==> src/rtl/press_pulse_gen.sv <==
// Two-player press front end: sync, debounce and one-shot move pulses.
// Optional CPU-driven player 2 enabled by defining PRESS_PULSE_CPU_P2_EN.
module press_pulse_gen #(
    parameter int DEBOUNCE_CYCLES = 4,
    parameter int CNT_W           = 8
) (
    input  logic       clk,
    input  logic       reset,
    input  logic       key_p1_n,
    input  logic       key_p2_n,
`ifdef PRESS_PULSE_CPU_P2_EN
    input  logic       cpu_mode,
    input  logic [9:0] cpu_level,
`endif
    input  logic       freeze,
    output logic       p1in,
    output logic       p2in,
    output logic       tie
);

    localparam logic [CNT_W-1:0] CNT_MAX = CNT_W'(DEBOUNCE_CYCLES - 1);

    logic [1:0]       s1_q, s1_d;
    logic [1:0]       s2_q, s2_d;
    logic [1:0]       deb_q, deb_d;
    logic [CNT_W-1:0] cnt_q [2];
    logic [CNT_W-1:0] cnt_d [2];
    logic [1:0]       q;
    logic             p1_q, p1_d;
    logic             p2_q, p2_d;
    logic             tie_q, tie_d;

`ifdef PRESS_PULSE_CPU_P2_EN
    logic [9:0] lfsr_q, lfsr_d;

    // x^10 + x^7 + 1, shifting left; the seed keeps it off the all-zero state
    always_comb begin
        lfsr_d = {lfsr_q[8:0], lfsr_q[9] ^ lfsr_q[6]};
    end

    always_ff @(posedge clk) begin
        if (reset) lfsr_q <= 10'h001;
        else       lfsr_q <= lfsr_d;
    end
`endif

    always_comb begin
        s1_d  = {key_p2_n, key_p1_n};
        s2_d  = s1_q;
        deb_d = deb_q;
        q     = 2'b00;
        for (int i = 0; i < 2; i++) begin
            cnt_d[i] = cnt_q[i];
            if (s2_q[i] == deb_q[i]) begin
                cnt_d[i] = '0;
            end else if (cnt_q[i] == CNT_MAX) begin
                deb_d[i] = s2_q[i];
                cnt_d[i] = '0;
                // only the falling edge of the debounced level is a press
                q[i]     = ~s2_q[i];
            end else begin
                cnt_d[i] = cnt_q[i] + 1'b1;
            end
        end
`ifdef PRESS_PULSE_CPU_P2_EN
        if (cpu_mode) begin
            s1_d[1]  = 1'b1;
            s2_d[1]  = 1'b1;
            deb_d[1] = 1'b1;
            cnt_d[1] = '0;
            q[1]     = (lfsr_q < cpu_level) && !p2_q;
        end
`endif
        p1_d  = q[0] & ~q[1] & ~freeze;
        p2_d  = q[1] & ~q[0] & ~freeze;
        tie_d = q[0] &  q[1] & ~freeze;
    end

    always_ff @(posedge clk) begin
        if (reset) begin
            s1_q     <= 2'b11;
            s2_q     <= 2'b11;
            deb_q    <= 2'b11;
            cnt_q[0] <= '0;
            cnt_q[1] <= '0;
            p1_q     <= 1'b0;
            p2_q     <= 1'b0;
            tie_q    <= 1'b0;
        end else begin
            s1_q     <= s1_d;
            s2_q     <= s2_d;
            deb_q    <= deb_d;
            cnt_q[0] <= cnt_d[0];
            cnt_q[1] <= cnt_d[1];
            p1_q     <= p1_d;
            p2_q     <= p2_d;
            tie_q    <= tie_d;
        end
    end

    assign p1in = p1_q;
    assign p2in = p2_q;
    assign tie  = tie_q;

endmodule

==> config.mk <==
export PLATFORM = sky130hd
export DESIGN_NAME = press_pulse_gen
export DESIGN_NICKNAME = d
export VERILOG_FILES = /design/src/rtl/press_pulse_gen.sv
export SDC_FILE = /design/constraint.sdc
export NUM_CORES = 1
export LEC_CHECK = 0
export CORE_MARGIN = 8
export CORE_UTILIZATION = 25
export DETAILED_ROUTE_END_ITERATION = 12
export HOLD_SLACK_MARGIN = 0.1
export SETUP_SLACK_MARGIN = 0.02
export SLEW_MARGIN = 0
export SYNTH_ARGS = -nofsm -noshare
export SYNTH_HDL_FRONTEND = slang
export SYNTH_SLANG_ARGS = --single-unit
==> constraint.sdc <==
create_clock -name clk -period 4.05 [get_ports clk]
set_input_delay 0.81 -clock clk [delete_from_list [all_inputs] [get_ports clk]]
set_output_delay 0.81 -clock clk [all_outputs]
set_load 0.01 [all_outputs]
# Yosys cells after proc, flatten, opt, wreduce, memory -nomap -nowiden

Memory sizes are Yosys's and may differ from the RTL's.
Index checks and enable logic that the tools add are counted.

Add/subtract/negate cells: 2
Bitwise gates (word level): 15
Mux-type cells: 13
Reductions and logical operators: 2
Eq/ne operators: 4

Operator list:

| operator                                       | count |
|---|---|
| 2-to-1 mux 8 bit                               | 6 |
| adder 8 x 1 -> 8 bit (second input constant)   | 2 |
| == test 8 x 2 -> 1 bit (second input constant) | 2 |
| 2-to-1 mux 1 bit                               | 7 |
| NOT 1 bit                                      | 7 |
| AND 1 bit                                      | 6 |
| AND reduction 2 bit                            | 2 |
| == test 1 bit                                  | 2 |
| bitwise OR 1 bit                               | 2 |

Register bits: 9
Output and inout bits: 3
Memories kept: 1
RAM bits: 16
Logic and storage cells: 44
Input bits: 5

Memories:

| memory | depth | width | rd ports | clocked after memory_dff | wr ports | line | RTL |
|---|---|---|---|---|---|---|---|
| cnt_q  | 2     | 8     | 2        | 0                        | 2        | 26   | `logic [CNT_W-1:0] cnt_q [2];` |

# Longest topological paths before layout

Word-level depth: 6
Gate-level depth with buffers: 4
Mapped depth without buffers: 4

# Worst setup path after synthesis

Ideal clock, no wire load.

Kind: register -> register
From: mem cnt_q[0][0]
To: mem cnt_q[0][2]
Cell stages (with the launch flop): 5
Library setup time: 0.136 ns
Period minus slack after synthesis: 1.650 ns
Slack: 2.400 ns
Data required time: 3.914 ns
Buffers on the path: 0
Arrival: 1.514 ns
Cells stage by stage: dfxtp_1 -> ha_1 -> or4b_4 -> o211ai_1 -> nor2_1

RTL lines:

| element            | line |
|---|---|
| start: declaration | 26 |

# Worst setup path after layout

From: reg p1_q (netlist: p1in)
To: out p1in

RTL lines:

| element                  | line | RTL |
|---|---|---|
| start: declaration       | 29   | `logic p1_q, p1_d;` |
| start signal: assignment | 95   | `p1_q <= p1_d;` |
| end: declaration         | 16   | `output logic p1in,` |

No word-level cell between the ends.

==> flow_summary.toml <==
[clock_network]
cts_inserted_buffers = 3
ctsHtreeMaxLevel = 1
clock_sinks = 25
post_cts.repair.setup_buffers = 0
cts-root-buf = "clkbuf_8"
clk_pin_slew_worst_paths_ns = 0.09
bufs_on_longest_clock_path = 2
tritoncts = "yes"
post_cts.resized_instances = 0
post_cts_hold_buffer_count = 0
clk-insertion-delay-late_ns = 0.27

[final_layout]
num-fill-cells = 400
stdcell_count = 163
flow.area_growth_from_synthesis_pct = 18.2
post_route_cells_drive_above_1_share = 0.113
nNetsFinal = 123
diodes = 0

[detailed_routing]
drt_pass1_iterations = 5
drc = 0
antenna_violating_nets_post_route = 0
wl_per_cell_um = 11.4
drt_wl_total_mm = 1.86
drt_iter0_markers = 42
via_per_inst = 4.66
detailroute.via_count = 759

[setup_path]
worstSetupStartpointType = "flop"
max_stage_delay_ns = 0.54
cp.arrival_ns = 1.13
critical_path_class = "flop to primary output"
cp-end-kind = "primary output"
crit_family = "buffers and inverters"
critical_path_required_ns = 3.24
timing.critical_path.buf_inv = 1
worstPathMaxFanout = 1
cp_cell_sequence = "clkdlybuf4s50_1"
slowest_stage = "clkdlybuf4s50_1"

[logic_synthesis]
number_of_enable_flip_flop_cells_after_synthesis = 0
post_synth_inst_count = 104
synth.top_cells.by_count = "25 x dfxtp_1, 13 x nor2_1, 7 x nand3_1, 7 x o21ai_0, 7 x or3_1"
postSynth.topFlopCell = "dfxtp_1"
synth-async-reset-ratio = 0
post_synth_num_cell_types = 24
netlist_area_sq_um = 982
synth.most_common_cell = "dfxtp_1"
mappedNetlistNets = 111
register_area_share_after_synthesis = 0.510
warnings_synthesis = 0
synth.top_cell.area_share = 0.510
ys_ff_latch = 25
avgSynthCellArea_sq_um = 9.44
netlist.top_cell.by_area = "dfxtp_1"
synth.area.top_cells = "dfxtp_1 51%, nor2_1 5.0%, or3_1 4.5%"

[place]
io_buffer_count = 7
place_congestion = 0.698
dp_hpwl_mm = 1.43
placed_cells_incl_taps = 159
dpl_worst_slack_ns = 1.97

[grt]
grt_overflow_total = 0
grt_start_max_net_pins = 16
antenna_found_initial = 0
first_global_vias = 764
grt_pass1_wl_mm = 3.25
global_route.usage.total = 0.0634

[floorplanning]
top_level_ports = 8
floorplan.core_area_sq_um = 3720
die_x_extent_um = 78.7
fp-row-count = 22
fp.dieH_um = 78.7
initial_utilization = 0.264
dieArea_sq_um = 6190

[sta]
max_slew.worst_pin.slew_ns = 0.624
max_slew_margin = 0.582
number_of_setup_violations_in_the_final_report = 0
fin_hold_ws_ns = 0.411
setup_tns_ns = 0
final_max_slew_viol_count = 0
layout_worst_path_cycle_share = 0.478
achievable-frequency_mhz = 516
post-route-worst-setup-slack_ns = 2.11
final-hold-violation-count = 0
rsz_0062_raised_after_global_routing = "no"
finalCriticalPeriod_ns = 1.94
worst_clock_skew_ns = 0.00463

[power]
cellPowerDensity_nw_per_um2 = 352
vdd.ir_drop.worst_v = 0.000235
finalPower_mw = 0.409
leakage_power_nw = 0.379

[min_path]
holdCritPathClass = "flop to flop"

[run]
maxCapViolations = 0

[outcome]
result_of_the_run = "completed"
-- cell families (layout without fill, tap and decap cells) --
logic type      Yosys count  in the layout  synth area share
buf+inv                   4             15            0.0153
flops                    25             25             0.510
fa+ha+maj                 2              2            0.0255
compound gates           16             16            0.0917
simple gates             48             48             0.276
mux                       1              1            0.0102
xor+xnor                  8              8            0.0713
-- through the flow --
step                       util  instance area, sq um
after floorplan               -                   982
after global placement    0.299                  1110
after detailed placement  0.299                  1110
after CTS                 0.312                  1160
after global routing      0.312                  1160
final                     0.312                  1160
-- metal layers --
layer,part of all wire,global-route usage
met5,0,0
met4,0,0.0111
met3,0.065,0.0285
met2,0.49,0.117
met1,0.44,0.0647
-- worst reg2reg max path, cell delays in order, from the launching register on --
cell and delay, ns:
dfxtp_1 0.36, ha_1 0.24, or4b_4 0.52, o211ai_1 0.55, nor2_1 0.11
-- flip-flops by register name, indices dropped and copies added (netlist names) --
register,count
p2in,1
cnt_q,16
deb_q,2
s2_q,2
s1_q,2
p1in,1
tie,1
-- power breakdown --
| group | switching (mW) | leakage (nW) | internal [mW] |
|---|---|---|---|
| combinational | 0.00512 | 0.155 | 0.00644 |
| clock | 0.0784 | 0.0217 | 0.0697 |
| sequential | 0.00131 | 0.203 | 0.248 |
-- final timing paths --
check                           slack [ns]                     end              startpoint  depth (start not counted)
worst max-delay path                  2.11                    p1in         p1in$_SDFF_PP0_                          1
worst min-delay path                  0.41      s2_q[0]$_SDFF_PP1_      s1_q[0]$_SDFF_PP1_                          1
worst max register to register        2.15  cnt_q[0][4]$_SDFF_PP0_  cnt_q[0][0]$_SDFF_PP0_                          4
worst min register to register        0.41      s2_q[0]$_SDFF_PP1_      s1_q[0]$_SDFF_PP1_                          1
-- layout by cell type, fill, tap and decap left out, types with 2 or more instances in the layout --
cell type and count:
clkbuf_8 3, xor2_1 5, ha_1 2, nor2_1 13
o211ai_1 2, or3_1 7, nand3_1 7, a21oi_1 6
o21ai_0 7, or2_2 5, nor3_1 2, dfxtp_1 25
nand2_1 4, inv_1 4, xnor2_1 3, clkdlybuf4s50_1 7
nand4_1 3
-- cell type report --
type                    count  area, sq um  area share
multi-input cells          75          467       0.402
inverters                   4         15.0      0.0129
repair buffers              7         70.1      0.0603
flip-flops and latches     25          500       0.431
clock inverters             1         7.51     0.00647
well taps                  48         60.1      0.0517
clock buffers               3         41.3      0.0356
(Power assumes the default switching activity.)
